$ cat config.mk
export PLATFORM = sky130hd
export DESIGN_NAME = uart_tx_frame_gen
export DESIGN_NICKNAME = d
export VERILOG_FILES = /design/src/rtl/uart_gen2_pkg.sv /design/src/rtl/uart_tx_fifo.sv /design/src/rtl/uart_tx_frame_gen.sv
export SDC_FILE = /design/constraint.sdc
export NUM_CORES = 1
export LEC_CHECK = 0
export ABC_CLOCK_PERIOD_IN_PS = 4059
export CAP_MARGIN = 25
export CORE_MARGIN = 10
export CORE_UTILIZATION = 63
export CTS_CLUSTER_DIAMETER = 40
export DETAILED_ROUTE_END_ITERATION = 16
export DONT_BUFFER_PORTS = 1
export PLACE_DENSITY = 0.9
export SYNTH_ARGS = -nofsm -noshare
export SYNTH_HDL_FRONTEND = slang
export SYNTH_SLANG_ARGS = --single-unit
export TNS_END_PERCENT = 50
$ cat constraint.sdc
create_clock -name clk -period 4.06 [get_ports clk]
set_clock_uncertainty 0.05 [all_clocks]
set_input_delay 0.406 -clock clk [delete_from_list [all_inputs] [get_ports clk]]
set_output_delay 0.406 -clock clk [all_outputs]
set_load 0.02 [all_outputs]
$ cat src/rtl/uart_gen2_pkg.sv
// Shared types and helpers for the UART transmit frame generator.
package uart_gen2_pkg;

  typedef enum logic [3:0] {
    ST_IDLE,
    ST_LOAD,
    ST_START,
    ST_DATA,
    ST_PARITY,
    ST_STOP1,
    ST_STOP2,
    ST_BREAK,
    ST_BRK_REC
  } tx_state_e;

  localparam logic [2:0] PAR_NONE  = 3'd0;
  localparam logic [2:0] PAR_ODD   = 3'd1;
  localparam logic [2:0] PAR_EVEN  = 3'd2;
  localparam logic [2:0] PAR_MARK  = 3'd3;
  localparam logic [2:0] PAR_SPACE = 3'd4;

  localparam logic [3:0] LEN_MIN = 4'd5;

  // Character length is held within [LEN_MIN, len_max].
  function automatic logic [3:0] clamp_len(input logic [3:0] len, input logic [3:0] len_max);
    logic [3:0] r;
    r = len;
    if (len < LEN_MIN)      r = LEN_MIN;
    else if (len > len_max) r = len_max;
    return r;
  endfunction

endpackage

$ cat src/rtl/uart_tx_fifo.sv
// Synchronous character FIFO; a push and pop in the same clk succeed even when full.
module uart_tx_fifo #(
  parameter int WIDTH = 8,
  parameter int DEPTH = 16
) (
  input  logic                     clk,
  input  logic                     reset_n,
  input  logic                     push_i,
  input  logic [WIDTH-1:0]         wdata_i,
  input  logic                     pop_i,
  output logic [WIDTH-1:0]         rdata_o,
  output logic                     full_o,
  output logic                     empty_o,
  output logic [$clog2(DEPTH):0]   level_o,
  output logic                     overflow_o
);

  localparam int AW = $clog2(DEPTH);
  localparam logic [AW:0] LVL_FULL = (AW+1)'(DEPTH);

  logic [WIDTH-1:0] mem_q [DEPTH];
  logic [AW-1:0]    wr_ptr_q, rd_ptr_q;
  logic [AW:0]      level_q;
  logic             do_push, do_pop;

  assign empty_o    = (level_q == '0);
  assign full_o     = (level_q == LVL_FULL);
  assign do_pop     = pop_i && !empty_o;
  // The slot freed by a same-clk pop makes room for the push.
  assign do_push    = push_i && (!full_o || do_pop);
  assign overflow_o = push_i && !do_push;
  assign rdata_o    = mem_q[rd_ptr_q];
  assign level_o    = level_q;

  always_ff @(posedge clk or negedge reset_n) begin
    if (!reset_n) begin
      wr_ptr_q <= '0;
      rd_ptr_q <= '0;
      level_q  <= '0;
    end else begin
      if (do_push) wr_ptr_q <= wr_ptr_q + 1'b1;
      if (do_pop)  rd_ptr_q <= rd_ptr_q + 1'b1;
      level_q <= level_q + (AW+1)'(do_push) - (AW+1)'(do_pop);
    end
  end

  always_ff @(posedge clk) begin
    if (do_push) mem_q[wr_ptr_q] <= wdata_i;
  end

endmodule

$ cat src/rtl/uart_tx_frame_gen.sv
// UART transmit engine: FIFO-fed frame FSM with run-time format and line break.
module uart_tx_frame_gen
  import uart_gen2_pkg::*;
#(
  parameter int DATA_MAX   = 8,
  parameter int FIFO_DEPTH = 16
) (
  input  logic                          clk,
  input  logic                          reset_n,
  input  logic                          baud_tick,
  input  logic                          wr_en,
  input  logic [DATA_MAX-1:0]           wr_data,
  input  logic [3:0]                    cfg_len,
  input  logic [2:0]                    cfg_par,
  input  logic                          cfg_stop2,
  input  logic                          brk,
  output logic                          tx,
  output logic                          busy,
  output logic                          done,
  output logic                          full,
  output logic                          empty,
  output logic [$clog2(FIFO_DEPTH):0]   level,
  output logic                          overflow
);

  localparam logic [3:0] LEN_MAX = 4'(DATA_MAX);

  tx_state_e           state_q, state_d;
  logic                tx_q, tx_d;
  logic [DATA_MAX-1:0] sh_q, sh_d;
  logic [3:0]          cnt_q, cnt_d;
  logic [3:0]          len_q, len_d;
  logic [2:0]          pmode_q, pmode_d;
  logic                stop2_q, stop2_d;
  logic                pacc_q, pacc_d;
  logic                pop;
  logic                frame_end;
  logic [DATA_MAX-1:0] fifo_rdata;

  uart_tx_fifo #(
    .WIDTH (DATA_MAX),
    .DEPTH (FIFO_DEPTH)
  ) u_fifo (
    .clk        (clk),
    .reset_n    (reset_n),
    .push_i     (wr_en),
    .wdata_i    (wr_data),
    .pop_i      (pop),
    .rdata_o    (fifo_rdata),
    .full_o     (full),
    .empty_o    (empty),
    .level_o    (level),
    .overflow_o (overflow)
  );

  assign frame_end = baud_tick &&
                     ((state_q == ST_STOP1 && !stop2_q) || state_q == ST_STOP2);

  always_ff @(posedge clk or negedge reset_n) begin
    if (!reset_n) begin
      state_q <= ST_IDLE;
      tx_q    <= 1'b1;
      sh_q    <= '0;
      cnt_q   <= '0;
      len_q   <= LEN_MIN;
      pmode_q <= PAR_NONE;
      stop2_q <= 1'b0;
      pacc_q  <= 1'b0;
    end else begin
      state_q <= state_d;
      tx_q    <= tx_d;
      sh_q    <= sh_d;
      cnt_q   <= cnt_d;
      len_q   <= len_d;
      pmode_q <= pmode_d;
      stop2_q <= stop2_d;
      pacc_q  <= pacc_d;
    end
  end

  always_comb begin
    state_d = state_q;
    tx_d    = tx_q;
    sh_d    = sh_q;
    cnt_d   = cnt_q;
    len_d   = len_q;
    pmode_d = pmode_q;
    stop2_d = stop2_q;
    pacc_d  = pacc_q;
    pop     = 1'b0;

    case (state_q)
      ST_IDLE: begin
        tx_d = 1'b1;
        if (brk) begin
          if (baud_tick) begin
            state_d = ST_BREAK;
            tx_d    = 1'b0;
          end
        end else if (!empty) begin
          pop     = 1'b1;
          state_d = ST_LOAD;
        end
      end
      ST_LOAD: if (baud_tick) begin
        tx_d    = 1'b0;
        state_d = ST_START;
      end
      // Shift register is consumed LSB first; sh_q[0] is always the next bit.
      ST_START: if (baud_tick) begin
        tx_d    = sh_q[0];
        pacc_d  = sh_q[0];
        sh_d    = sh_q >> 1;
        cnt_d   = 4'd1;
        state_d = ST_DATA;
      end
      ST_DATA: if (baud_tick) begin
        if (cnt_q < len_q) begin
          tx_d   = sh_q[0];
          pacc_d = pacc_q ^ sh_q[0];
          sh_d   = sh_q >> 1;
          cnt_d  = cnt_q + 4'd1;
        end else if (pmode_q != PAR_NONE) begin
          state_d = ST_PARITY;
          case (pmode_q)
            PAR_ODD:  tx_d = ~pacc_q;
            PAR_EVEN: tx_d = pacc_q;
            PAR_MARK: tx_d = 1'b1;
            default:  tx_d = 1'b0;
          endcase
        end else begin
          state_d = ST_STOP1;
          tx_d    = 1'b1;
        end
      end
      ST_PARITY: if (baud_tick) begin
        tx_d    = 1'b1;
        state_d = ST_STOP1;
      end
      ST_STOP1: if (baud_tick && stop2_q) state_d = ST_STOP2;
      ST_STOP2: ;
      ST_BREAK: begin
        tx_d = 1'b0;
        if (baud_tick && !brk) begin
          tx_d    = 1'b1;
          state_d = ST_BRK_REC;
        end
      end
      ST_BRK_REC: if (baud_tick) state_d = ST_IDLE;
      default: begin
        state_d = ST_IDLE;
        tx_d    = 1'b1;
      end
    endcase

    // Last stop bit ends: break wins, then a queued char starts with no idle gap.
    if (frame_end) begin
      if (brk) begin
        state_d = ST_BREAK;
        tx_d    = 1'b0;
      end else if (!empty) begin
        pop     = 1'b1;
        state_d = ST_START;
        tx_d    = 1'b0;
      end else begin
        state_d = ST_IDLE;
        tx_d    = 1'b1;
      end
    end

    if (pop) begin
      sh_d    = fifo_rdata;
      len_d   = clamp_len(cfg_len, LEN_MAX);
      pmode_d = (cfg_par > PAR_SPACE) ? PAR_NONE : cfg_par;
      stop2_d = cfg_stop2;
    end
  end

  always_comb begin
    tx   = tx_q;
    busy = (state_q != ST_IDLE);
    done = frame_end;
  end

endmodule

# Word-level counts from Yosys, hierarchy flattened
# Memories as Yosys holds them, arrays and structs flattened.
# Index checks and enable logic that the tools add are counted.
# Widths: inputs -> output; s select.
[word_totals] memories=1 out_inout_bits=11 reg_bits=39 ram_bits=128
[op_classes] muxes=53 eq_ne=30 add_sub_neg=5 reduce_logical=25 n_bitwise=2 order_cmp=4
[memory_table] memory="u_fifo.mem_q" words=16 width=8 read_ports=1 rd_ports_with_merged_regs=0 wr=1 line="uart_tx_fifo.sv:21" source="logic [WIDTH-1:0] mem_q [DEPTH];"
[op_table] cell="$mux 4" count=17
[op_table] cell="$pmux 4 s9" count=1
[op_table] cell="$mux 8" count=4
[op_table] cell="$mux 1" count=23
[op_table] cell="$ne 3x3->1 const B" count=7
[op_table] cell="$eq 4x3->1 const B" count=4
[op_table] cell="$pmux 8 s2" count=1
[op_table] cell="$add 4x1->4 const B" count=3
[op_table] cell="$ne 3x2->1 const B" count=4
[op_table] cell="$reduce_and 11->1" count=1
[op_table] cell="$eq 4x2->1 const B" count=2
[op_table] cell="$ne 2x2->1 const B" count=4
[op_table] cell="$ne 4x4->1 const B" count=2
[op_table] cell="$pmux 4 s2" count=1
[op_table] cell="$reduce_and 4->1" count=2
[op_table] cell="$logic_and 1x1->1" count=7
[op_table] cell="$pmux 1 s7" count=1
[op_table] cell="$eq 3x2->1 const B" count=2
[op_table] cell="$mux 3" count=2
[op_table] cell="$reduce_bool 3->1" count=2
[op_table] cell="$add 5x1->5" count=1
[op_table] cell="$eq 5x5->1 const B" count=1
[op_table] cell="$logic_not 1->1" count=5
[op_table] cell="$logic_not 5->1" count=1
[op_table] cell="20 further kinds" count=21

# Depth between registers and ports, before layout
# Gate-level depths: netlist of the first run.
[depth] word_depth=12 ltp_mapped=17 ltp_nobuf=15

# Modules after synthesis
# From an unflattened synthesis of the first run, not the netlist that was laid out.
[unflattened] hier_cells=491 hier_area_um2=7439.6
[by_module_without_submodules] mod="uart_tx_fifo" cells_each=320 area_per_inst_um2=5829.3 instances=1 seq_area_each_um2=4169.0
[by_module_without_submodules] mod="uart_tx_frame_gen" cells_each=171 area_per_inst_um2=1610.3 instances=1 seq_area_each_um2=654.4

# Worst setup path before layout of the first run
# No wires, ideal clock.
[synth_timing] path_type="register -> register" start="register u_fifo.level_q[3] (netlist: u_fifo.level_o[3])" end="register u_fifo.level_q[4] (netlist: u_fifo.level_o[4])" synth_period_minus_slack_ns=3.017 path_slack_ns=1.043 stages_incl_launch_ff=18 arrival_time_ns=2.841 n_path_buf=2 cell_sequence="dfrtp_1 > inv_1 > ha_1 > or4b_1 > nand2b_4 > buf_6 > inv_2 > buf_4 > ha_1 > inv_1 > ha_1 > inv_1 > fa_1 > inv_1 > a21oi_1 > nor2_1 > nor2_1 > xnor2_1"
[synth_via] elab_chain_cells=12
[synth_rtl] item="start: declaration" line="uart_tx_fifo.sv:23" source="logic [AW:0] level_q;"
[synth_rtl] item="start signal: assignment" line="uart_tx_fifo.sv:43" source="level_q <= level_q + (AW+1)'(do_push) - (AW+1)'(do_pop);"
[synth_rtl] item="$logic_not 5->1 *" line="uart_tx_fifo.sv:26" source="assign empty_o = (level_q == '0);"
[synth_rtl] item="$mux 1" line="uart_tx_frame_gen.sv:100" source="end else if (!empty) begin"
[synth_rtl] item="$mux 1" line="uart_tx_frame_gen.sv:95" source="if (brk) begin"
[synth_rtl] item="$mux 1" line="uart_tx_frame_gen.sv:92" source="case (state_q)"
[synth_rtl] item="$mux 1" line="uart_tx_frame_gen.sv:161" source="end else if (!empty) begin"
[synth_rtl] item="$mux 1" line="uart_tx_frame_gen.sv:158" source="if (brk) begin"
[synth_rtl] item="$mux 1" line="uart_tx_frame_gen.sv:157" source="if (frame_end) begin"
[synth_rtl] item="$logic_and 1x1->1 *" line="uart_tx_fifo.sv:28" source="assign do_pop = pop_i && !empty_o;"
[synth_rtl] item="net u_fifo.do_pop" line="uart_tx_fifo.sv:24" source="logic do_push, do_pop;"
[synth_rtl] item="$logic_or 1x1->1" line="uart_tx_fifo.sv:30" source="assign do_push = push_i && (!full_o || do_pop);"
[synth_rtl] item="$logic_and 1x1->1" line="uart_tx_fifo.sv:30"
[synth_rtl] item="$add 5x1->5" line="uart_tx_fifo.sv:43"
[synth_rtl] item="$sub 5x1->5 *" line="uart_tx_fifo.sv:43"
# Mark *: on every way through the listed nets, which the timed path passes. The rest lies on a longest branch.
# A chain may end at the register's enable or synchronous reset.

# Worst setup path in the final report of the first run
[layout_timing] start="register state_q[2]" end="register u_fifo.level_q[4] (netlist: u_fifo.level_o[4])"
[layout_via] elab_chain_cells=10
[layout_rtl] item="start: declaration" line="uart_tx_frame_gen.sv:28" source="tx_state_e state_q, state_d;"
[layout_rtl] item="start signal: assignment" line="uart_tx_frame_gen.sv:70" source="state_q <= state_d;"
[layout_rtl] item="$logic_not 4->1 or $eq 4x3->1 (tied branches)" line="uart_tx_frame_gen.sv:92, uart_tx_frame_gen.sv:57"
[layout_rtl] item="$mux 1 or $logic_and 1x1->1 (tied branches)" line="uart_tx_frame_gen.sv:92, uart_tx_frame_gen.sv:57"
[layout_rtl] item="$mux 1 or $logic_or 1x1->1 (tied branches)" line="uart_tx_frame_gen.sv:161, uart_tx_frame_gen.sv:57"
[layout_rtl] item="$mux 1 or $logic_and 1x1->1 (tied branches)" line="uart_tx_frame_gen.sv:158, uart_tx_frame_gen.sv:56"
[layout_rtl] item="$mux 1 *" line="uart_tx_frame_gen.sv:157"
[layout_rtl] item="$logic_and 1x1->1 *" line="uart_tx_fifo.sv:28"
[layout_rtl] item="$logic_or 1x1->1" line="uart_tx_fifo.sv:30"
[layout_rtl] item="$logic_and 1x1->1" line="uart_tx_fifo.sv:30"
[layout_rtl] item="$add 5x1->5" line="uart_tx_fifo.sv:43"
[layout_rtl] item="$sub 5x1->5 *" line="uart_tx_fifo.sv:43"
# Every way passes the cells marked *; elsewhere a longest branch is shown, timed or not.

==> flow_summary.toml, run 1 <==
[run_status]
status = "completed"

[die]
die_area_um2 = 16290
dieWidth_um = 127.6
ios = 32
rows = 39
core-area_um2 = 11370
die_h_um = 127.6
initial_core_util_pct = 64.19

[placed_design]
portBuffers = 0
gp_congestion = 0.8381
dp_hpwl_mm = 9.573

[clock_tree]
cts_buffers = 17
cts_sinks = 167
clockRootBuffer = "clkbuf_16"
postCtsResizedCells = 0
h-tree-depth = 4
clk_pin_slew_ns = 0.07
cts_tree = "yes"
clock_latency_ns = 0.43
cts.path.max_buffers = 2
cts_setup_buffers = 0

[synthesis]
yosysTopAreaCellShare_pct = 52.67
ys_seq_elements = 167
synthDistinctLibCells = 61
avgSynthCellArea_um2 = 15.56
synthCells = 469
syn_area_um2 = 7298
ys_async_sr_fraction_pct = 23.35
synth_edf_count = 128
synth_top_cell_by_area = "edfxtp_1"
synth_area_leaders = "edfxtp_1 53%, dfrtp_1 12%, mux4_2 9.9%, ha_1 2.6%, a22oi_1 1.6%"
synth_flop_cell = "edfxtp_1"
syn-num-nets = 506
yosysSeqAreaShare_pct = 66.09
yosysWarningCount = 0

[critical_path]
cp_top_family = "adder cells"
crit_slowest_cell = "dfrtp_1"
path_max_fanout = 23
critical-path-max-stage-delay_ns = 0.74
crit_buf_inv = 4
end_kind = "flop"
crit_chain = "nand3b_1 > a221o_1 > nand2b_4 > inv_2 > ha_1 > inv_1 > ha_1 > inv_1 > fa_1 > inv_1 > a21oi_1 > nor2_1 > nor2_1 > xnor2_1"
crit_arrival_ns = 3.75
startpoint_type = "flop"
cp_data_required_time_ns = 4.32
cpMostUsedCell = "inv_1"
crit_type = "flop to flop"

[timing]
rsz0062_at_grt = "false"
slew_headroom_pct = 41.61
slew_violations = 0
layout_worst_path_cycle_share_pct = 86.02
final-hold-violation-count = 0
worstMarginPinSlew_ns = 0.8720
setup_tns_ns = 0
fmax_mhz = 286.3
fin_crit_ns = 3.492
setup_viol = 0

[cells_and_area]
final_layout_size_suffix_gt1_share_pct = 16.36
nNetsFinal = 507
n_antenna_cell = 0
final_util_pct = 70.47
area_growth_pct = 9.789

[routing]
viasPerCell = 6.743
wl_per_cell_um = 24.57
drcViolationCount = 0
drtPass1Iterations = 5
dr_total_vias = 4221
ant_nets = 0
drt_iter0_drc = 519
routed_wl_mm = 15.38

[power_and_ir_drop]
power.leakage_nw = 2.857
total_power_mw = 5.913
power_density_nw_per_um2 = 737.9
vdd.ir_drop.worst_v = 0.0005011

[global_routing]
grt_pass1_wl_mm = 24.14
grt_pass1_vias = 4182
grt_use_total_pct = 19.86
grt_max_degree = 40
grt_antenna_before_repair = 0
overflow = 0

[hold_path]
hold_class = "primary input to flop"

[run]
cap_violations = 0
cells in the final DEF, fill, tap and decap left out, drive strengths merged, types with 5 or more instances in the layout:
cell type	netlist	routed
inv	18	23
nand3	6	6
a31oi	9	9
a22oi	16	16
dlygate4sd3	0	5
nand2b	5	5
ha	15	15
xnor2	8	8
a21oi	9	9
and2	5	5
dfrtp	36	36
a32oi	7	7
nor2	16	16
clkinv	1	7
and3	18	18
nand2	25	25
edfxtp	128	128
clkbuf	10	17
mux4	32	32
buf	18	5
nor2b	6	6
o21ai	22	22
repair_timing:
action,4_1_cts,5_1_grt
hold buffers,3,3
hold endpoints to repair,40,10
endpoints found under the setup margin,0,0
state kept, by name, indices dropped and copies added (netlist names):
name             count
stop2_q              1
state_q              4
u_fifo.level_o       5
tx                   1
u_fifo.wr_ptr_q      4
u_fifo.mem_q       128
sh_q                 8
cnt_q                4
pmode_q              3
len_q                4
pacc_q               1
u_fifo.rd_ptr_q      4
metal layers:
metal / global-route usage (%) / up-vias / routed length [um]
li1: - / 1842 / -
met1: 23.58 / 2149 / 5697
met2: 32.37 / 195 / 7910
met3: 6.410 / 35 / 1307
met4: 9.272 / 0 / 464
met5: 0 / - / 0
report_power, final:
group          total [mW]  internal, mW  switching (mW)
logic                1.81         0.848           0.960
clock network        1.54         0.857           0.688
registers            2.56          2.18           0.378
final cells by class:
type                            instances  area (um^2)
Sequential cell                       167         4825
Fill cell                             671         3357
Multi-Input combinational cell        255         2246
Clock buffer                           17        425.4
Tap cell                              143        178.9
Clock inverter                         15        146.4
Timing Repair Buffer                   10        120.1
Inverter                               19        71.32
cells by family after synthesis:
family	after synthesis	share of synthesized area, %
XOR/XNOR	11	1.320
multiplexers	35	10.34
flip-flops	167	66.09
adder cells (fa/ha/maj)	16	2.846
AO/OA/AOI/OAI	90	8.418
buffers and inverters	47	3.137
AND/OR/NAND/NOR	103	7.852
synth_stat cells, types with 10 or more instances:
master	n
o21ai_0	16
a22oi_1	16
clkbuf_1	10
buf_2	12
ha_1	15
and3_1	18
edfxtp_1	128
mux4_2	32
inv_1	17
dfrtp_1	36
nor2_1	16
nand2_1	25
final timing paths:
| kind | from | endpoint | slack (ns) | cells after the start |
|---|---|---|---|---|
| min in group asynchronous | reset_n | cnt_q[0]$_DFFE_PN0P_ | 0.39 | 2 |
| worst min register to register | len_q[0]$_DFFE_PN1N_ | len_q[0]$_DFFE_PN1N_ | 0.43 | 2 |
| max in group asynchronous | reset_n | len_q[2]$_DFFE_PN1N_ | 3.30 | 2 |
| worst min-delay path | wr_data[4] | u_fifo.mem_q[8][4]$_DFFE_PP_ | 0.02 | 0 |
| worst max register to register | state_q[2]$_DFFE_PN0P_ | u_fifo.level_o[4]$_DFF_PN0_ | 0.57 | 14 |
| worst max-delay path | state_q[2]$_DFFE_PN0P_ | u_fifo.level_o[4]$_DFF_PN0_ | 0.57 | 14 |
worst register-to-register path, cell delays in order, from the launching register on:
cell and delay, ns:
dfrtp_1 0.74, nand3b_1 0.16, a221o_1 0.40, nand2b_4 0.24, inv_2 0.31, ha_1 0.32
inv_1 0.08, ha_1 0.19, inv_1 0.08, fa_1 0.41, inv_1 0.08, a21oi_1 0.06
nor2_1 0.09, nor2_1 0.06, xnor2_1 0.11
per-stage QoR:
step | area (um^2) | setup slack, ns | hold WS, ns | instances
3_3_place_gp | 7343 | 0.8636 | 0.06181 | 587
2_1_floorplan | 7298 | 1.043 | 0.06041 | 469
4_1_cts | 7983 | 0.5774 | 0.006331 | 623
6_report | 8013 | 0.5676 | 0.02079 | 626
3_5_place_dp | 7371 | 0.7283 | 0.06170 | 588
5_1_grt | 8013 | 0.3689 | 0.00001399 | 626
No activity file was read; power rests on OpenSTA's default activity.
==> run 2: changes to the inputs <==
--- a/config.mk
+++ b/config.mk
@@ -6,7 +6,7 @@
 export NUM_CORES = 1
 export LEC_CHECK = 0
 export ABC_CLOCK_PERIOD_IN_PS = 4059
-export CAP_MARGIN = 25
+export CAP_MARGIN = 20
 export CORE_MARGIN = 10
 export CORE_UTILIZATION = 63
 export CTS_CLUSTER_DIAMETER = 40
==> flow_summary.toml, run 2 (synthesis results as in run 1) <==
[run_status]
status = "completed"

[cells_and_area]
mostFrequentLayoutCells = "128 x edfxtp_1, 35 x dfrtp_1, 32 x mux4_2, 25 x nand2_1, 18 x and3_1"
regArea_um2 = 4825
final_layout_size_suffix_gt1_share_pct = 16.88
nNetsFinal = 504
regMostFlops = "u_fifo.mem_q"
largest_reg_flops = 128
final_cell_area_um2 = 8059
fin_cells = 623
multi_input_area_um2 = 2246
area_growth_pct = 10.42
n_antenna_cell = 0
fillers = 668
final_common_cell = "edfxtp_1"

[placed_design]
dp.cells = 587
portBuffers = 0
dp_hpwl_mm = 9.501
gp_congestion = 0.8381
post_dp_cell_area_um2 = 7343

[power_and_ir_drop]
p_sw_share_pct = 32.85
vdd.ir_drop.worst_v = 0.0007141
combinationalPowerShare_pct = 29.6
power_density_nw_per_um2 = 761.7
power_frac_seq_pct = 41.8
power.leakage_nw = 2.887
power.internal_mw = 4.122
switching_power_mw = 2.017
clkPwrFrac_pct = 28.6

[routing]
drcViolationCount = 0
drtPass1Iterations = 5
ant_nets = 0
drt_iter0_drc = 328
viasPerCell = 6.689
routed_wl_mm = 15.33
wl_per_cell_um = 24.61
dr_total_vias = 4167

[clock_tree]
cts_buffers = 17
cts_tree = "yes"
clock_latency_ns = 0.43
cts.path.max_buffers = 2
postCtsResizedCells = 0
holdBufCountCts = 3
h-tree-depth = 4
cts_setup_buffers = 0
clk_pin_slew_ns = 0.07
clockRootBuffer = "clkbuf_16"
cts_sinks = 167

[die]
die_h_um = 127.6
die_area_um2 = 16290
initial_core_util_pct = 64.19
ios = 32
dieWidth_um = 127.6
rows = 39
core-area_um2 = 11370

[timing]
setup_viol = 0
worstMarginPinSlew_ns = 0.9449
hold_slack_ns = 0.01877
setup_tns_ns = 0
fin_crit_ns = 3.411
slew_violations = 0
slew_headroom_pct = 36.73
layout_worst_path_cycle_share_pct = 84.00
rsz0062_at_grt = "false"
final-hold-violation-count = 0
fmax_mhz = 293.2

[global_routing]
grt_pass1_vias = 4167
grt_max_degree = 40
grt_pass1_wl_mm = 23.97
overflow = 0
grt_use_total_pct = 19.45
grt_antenna_before_repair = 0

[critical_path]
crit_arrival_ns = 3.67
cp_data_required_time_ns = 4.32
end_kind = "flop"
r2r_slack_ns = 0.65
startpoint_type = "flop"
path_max_fanout = 23
crit_type = "flop to flop"

[hold_path]
hold_class = "primary input to flop"

[run]
cap_violations = 0
## run 2: cell types whose count changed in the layout (fill, tap and decap cells not counted)
| cell | delta |
|---|---|
| bufinv_16 | +4 |
| dlygate4sd3_1 | -3 |
| clkinv_1 | -2 |
| clkinv_2 | +2 |
| inv_8 | -2 |
| clkinv_4 | -1 |
| clkinv_8 | -1 |
| clkinvlp_4 | -1 |
| inv_6 | +1 |
## run 2: critical path: stages, from the launching register on
cell	delay [ns]
dfrtp_1	0.73
nand3b_1	0.14
a221o_1	0.40
nand2b_4	0.24
inv_2	0.32
ha_1	0.31
inv_1	0.07
ha_1	0.16
inv_1	0.06
fa_1	0.40
inv_1	0.08
a21oi_1	0.06
nor2_1	0.09
nor2_1	0.06
xnor2_1	0.12
## run 2: area by class of cell
class / instances / area share, %
inverters: 19 / 0.8850
repair buffers: 7 / 1.118
multi-input cells: 255 / 27.87
flip-flops and latches: 167 / 59.87
clock buffers: 17 / 5.279
clock inverters: 15 / 2.764
well taps: 143 / 2.220
## run 2: worst paths after layout
kind | depth (start not counted) | from | end
max | 14 | state_q[2]$_DFFE_PN0P_ | u_fifo.level_o[4]$_DFF_PN0_
min | 0 | wr_data[2] | u_fifo.mem_q[13][2]$_DFFE_PP_
max reg2reg | 14 | state_q[2]$_DFFE_PN0P_ | u_fifo.level_o[4]$_DFF_PN0_
min reg2reg | 2 | len_q[0]$_DFFE_PN1N_ | len_q[0]$_DFFE_PN1N_
max in group asynchronous | 2 | reset_n | tx$_DFFE_PN1P_
min in group asynchronous | 2 | reset_n | u_fifo.level_o[4]$_DFF_PN0_
## run 2: power groups by stage
| stage | Combinational, mW | Clock (mW) | Sequential (mW) |
|---|---|---|---|
| global placement | 1.61 | 0 | 2.58 |
| floorplan | 1.55 | 0 | 2.37 |
| detailed placement | 1.69 | 0 | 2.62 |
| CTS | 1.75 | 1.76 | 2.59 |
| finish | 1.82 | 1.76 | 2.56 |
| global route | 1.99 | 1.83 | 2.60 |
## run 2: per-layer routing
layer	GRT usage, %	wire, um	up-vias
met1	22.95	5849	2108
met4	9.669	558	0
li1	-	-	1836
met2	31.37	7845	180
met3	6.576	1075	43
met5	0	0	-
## run 2: stage by stage
stage / utilization, % / setup WS (ns) / power, mW
2_1_floorplan: - / 1.043 / 3.923
3_3_place_gp: 64.59 / 0.8636 / 4.187
3_5_place_dp: 64.59 / 0.7349 / 4.301
4_1_cts: 70.64 / 0.6917 / 6.111
5_1_grt: 70.88 / 0.4199 / 6.430
6_report: 70.88 / 0.6494 / 6.138
==> run 3: changes to the inputs <==
--- a/config.mk
+++ b/config.mk
@@ -5,14 +5,14 @@
 export SDC_FILE = /design/constraint.sdc
 export NUM_CORES = 1
 export LEC_CHECK = 0
-export ABC_CLOCK_PERIOD_IN_PS = 4059
+export ABC_CLOCK_PERIOD_IN_PS = 3000
 export CAP_MARGIN = 20
 export CORE_MARGIN = 10
-export CORE_UTILIZATION = 63
+export CORE_UTILIZATION = 57
 export CTS_CLUSTER_DIAMETER = 40
 export DETAILED_ROUTE_END_ITERATION = 16
 export DONT_BUFFER_PORTS = 1
-export PLACE_DENSITY = 0.9
+export PLACE_DENSITY = 0.86
 export SYNTH_ARGS = -nofsm -noshare
 export SYNTH_HDL_FRONTEND = slang
 export SYNTH_SLANG_ARGS = --single-unit
==> constraint.sdc (replaced) <==
create_clock -name clk -period 3 [get_ports clk]
set_clock_uncertainty 0.05 [all_clocks]
set_input_delay 0.3 -clock clk [delete_from_list [all_inputs] [get_ports clk]]
set_output_delay 0.3 -clock clk [all_outputs]
set_load 0.02 [all_outputs]
==> flow_summary.toml, run 3 (synthesis results as in run 1) <==
[power_and_ir_drop]
power.leakage_nw = 2.933
power_density_nw_per_um2 = 979.3
vdd.ir_drop.worst_v = 0.0005284

[critical_path]
end_kind = "flop"
startpoint_type = "flop"
cp_data_required_time_ns = 3.25
crit_arrival_ns = 2.99
path_max_fanout = 3
reg2reg_depth = 15
r2r_slack_ns = 0.27
rr_endpoint = "u_fifo.level_o[4]$_DFF_PN0_"
reg2reg_from = "u_fifo.level_o[2]$_DFF_PN0_"
crit_type = "flop to flop"

[hold_path]
hold_class = "primary input to flop"
min_to = "len_q[0]$_DFFE_PN1N_"
hold_depth = 2
min_from = "cfg_len[0]"

[global_routing]
grt_pass1_wl_mm = 24.83
grt_antenna_before_repair = 0
grt_max_degree = 40
grt_use_total_pct = 18.20
overflow = 0
grt_pass1_vias = 4419

[placed_design]
portBuffers = 0
dp_hpwl_mm = 9.878
gp_congestion = 0.8630
dp.cells = 627

[die]
dieWidth_um = 133.2
initial_core_util_pct = 58.07
rows = 41
die_area_um2 = 17730
core-area_um2 = 12570
die_h_um = 133.2
ios = 32

[timing]
setup_viol = 0
slew_violations = 0
rsz0062_at_grt = "false"
layout_worst_path_cycle_share_pct = 91.14
slew_headroom_pct = 46.85
fin_crit_ns = 2.734
fmax_mhz = 365.7
setup_tns_ns = 0
final-hold-violation-count = 0
worstMarginPinSlew_ns = 0.7973

[run]
cap_violations = 0

[cells_and_area]
area_growth_pct = 12.82
mostFrequentLayoutCells = "128 x edfxtp_1, 35 x dfrtp_1, 32 x mux4_2, 25 x nand2_1"
fin_cells = 677
largest_reg_flops = 128
final_layout_size_suffix_gt1_share_pct = 18.22
final_common_cell = "edfxtp_1"
regMostFlops = "u_fifo.mem_q"
nNetsFinal = 530
fillers = 811
n_antenna_cell = 0

[clock_tree]
clock_latency_ns = 0.43
clockRootBuffer = "clkbuf_16"
clk_pin_slew_ns = 0.06
cts_tree = "yes"
cts_sinks = 167
cts_buffers = 17
h-tree-depth = 4
cts_setup_buffers = 0
cts.path.max_buffers = 2

[routing]
dr_total_vias = 4307
routed_wl_mm = 15.63
drt_iter0_drc = 409
drtPass1Iterations = 5
viasPerCell = 6.362
wl_per_cell_um = 23.08
ant_nets = 0
drcViolationCount = 0

[run_status]
status = "completed"
## run 3: cell types whose count changed in the layout (fill, tap and decap cells not counted), moves of 2 or more
cell,change
dlygate4sd3_1,+16
clkinvlp_4,+4
clkinv_2,-2
buf_4,+10
bufinv_16,-4
## run 3: power by group
part | switching [mW] | internal (mW)
combinational | 1.54 | 1.23
sequential | 0.315 | 2.96
clock | 0.886 | 1.14
## run 3: area by class of cell
| class | instances | area (um^2) | area share (%) |
|---|---|---|---|
| Sequential cell | 167 | 4825 | 58.59 |
| Multi-Input combinational cell | 255 | 2252 | 27.35 |
| Clock inverter | 14 | 127.6 | 1.550 |
| Inverter | 19 | 71.32 | 0.8661 |
| Timing Repair Buffer | 33 | 317.8 | 3.860 |
| Tap cell | 172 | 215.2 | 2.614 |
| Clock buffer | 17 | 425.4 | 5.166 |
## run 3: worst max-delay path, cell delays in order (launching register included)
cell and delay (ns):
dfrtp_1 0.38, inv_1 0.08, ha_1 0.17, or4b_4 0.50
nand2b_4 0.10, inv_2 0.04, ha_1 0.27, inv_1 0.06
ha_1 0.16, inv_1 0.06, fa_2 0.36, inv_1 0.07
a21oi_1 0.06, nor2_1 0.08, nor2_1 0.06, xnor2_1 0.12
## run 3: repair_timing
action	in CTS	in global routing
endpoints found under the hold margin	176	0
resized for setup	0	1
setup endpoints to repair	0	1
hold buffers	19	0
## run 3: metrics by stage
step           hold WS (ns)  power (mW)  util [%]  area, um^2  setup WS, ns
2_1_floorplan      -0.04559       5.313         -        7302       0.03028
3_3_place_gp       -0.04416       5.799     59.50        7478        0.3474
3_5_place_dp       -0.04413       5.978     59.50        7478        0.2198
4_1_cts            0.002565       8.091     65.50        8232        0.2074
5_1_grt             0.02113       8.489     65.52        8234       0.03338
6_report            0.02046       8.064     65.52        8234        0.2658
## run 3: layer usage
layer	track usage, %	vias up	wire, um
met5	0	-	0
met4	6.590	0	323
met3	4.173	25	956
met2	31.35	197	8293
met1	21.96	2196	6054
li1	-	1889	-
## run 3: worst max-delay path by stage
| stage | start | to | cells past startpoint |
|---|---|---|---|
| 2_1_floorplan | u_fifo.level_o[3]$_DFF_PN0_ | u_fifo.level_o[4]$_DFF_PN0_ | 17 |
| 3_3_place_gp | u_fifo.level_o[2]$_DFF_PN0_ | u_fifo.level_o[4]$_DFF_PN0_ | 15 |
| 3_5_place_dp | u_fifo.level_o[2]$_DFF_PN0_ | u_fifo.level_o[4]$_DFF_PN0_ | 15 |
| 4_1_cts | u_fifo.level_o[2]$_DFF_PN0_ | u_fifo.level_o[4]$_DFF_PN0_ | 15 |
| 5_1_grt | u_fifo.level_o[2]$_DFF_PN0_ | u_fifo.level_o[4]$_DFF_PN0_ | 15 |
| 6_report | u_fifo.level_o[2]$_DFF_PN0_ | u_fifo.level_o[4]$_DFF_PN0_ | 15 |
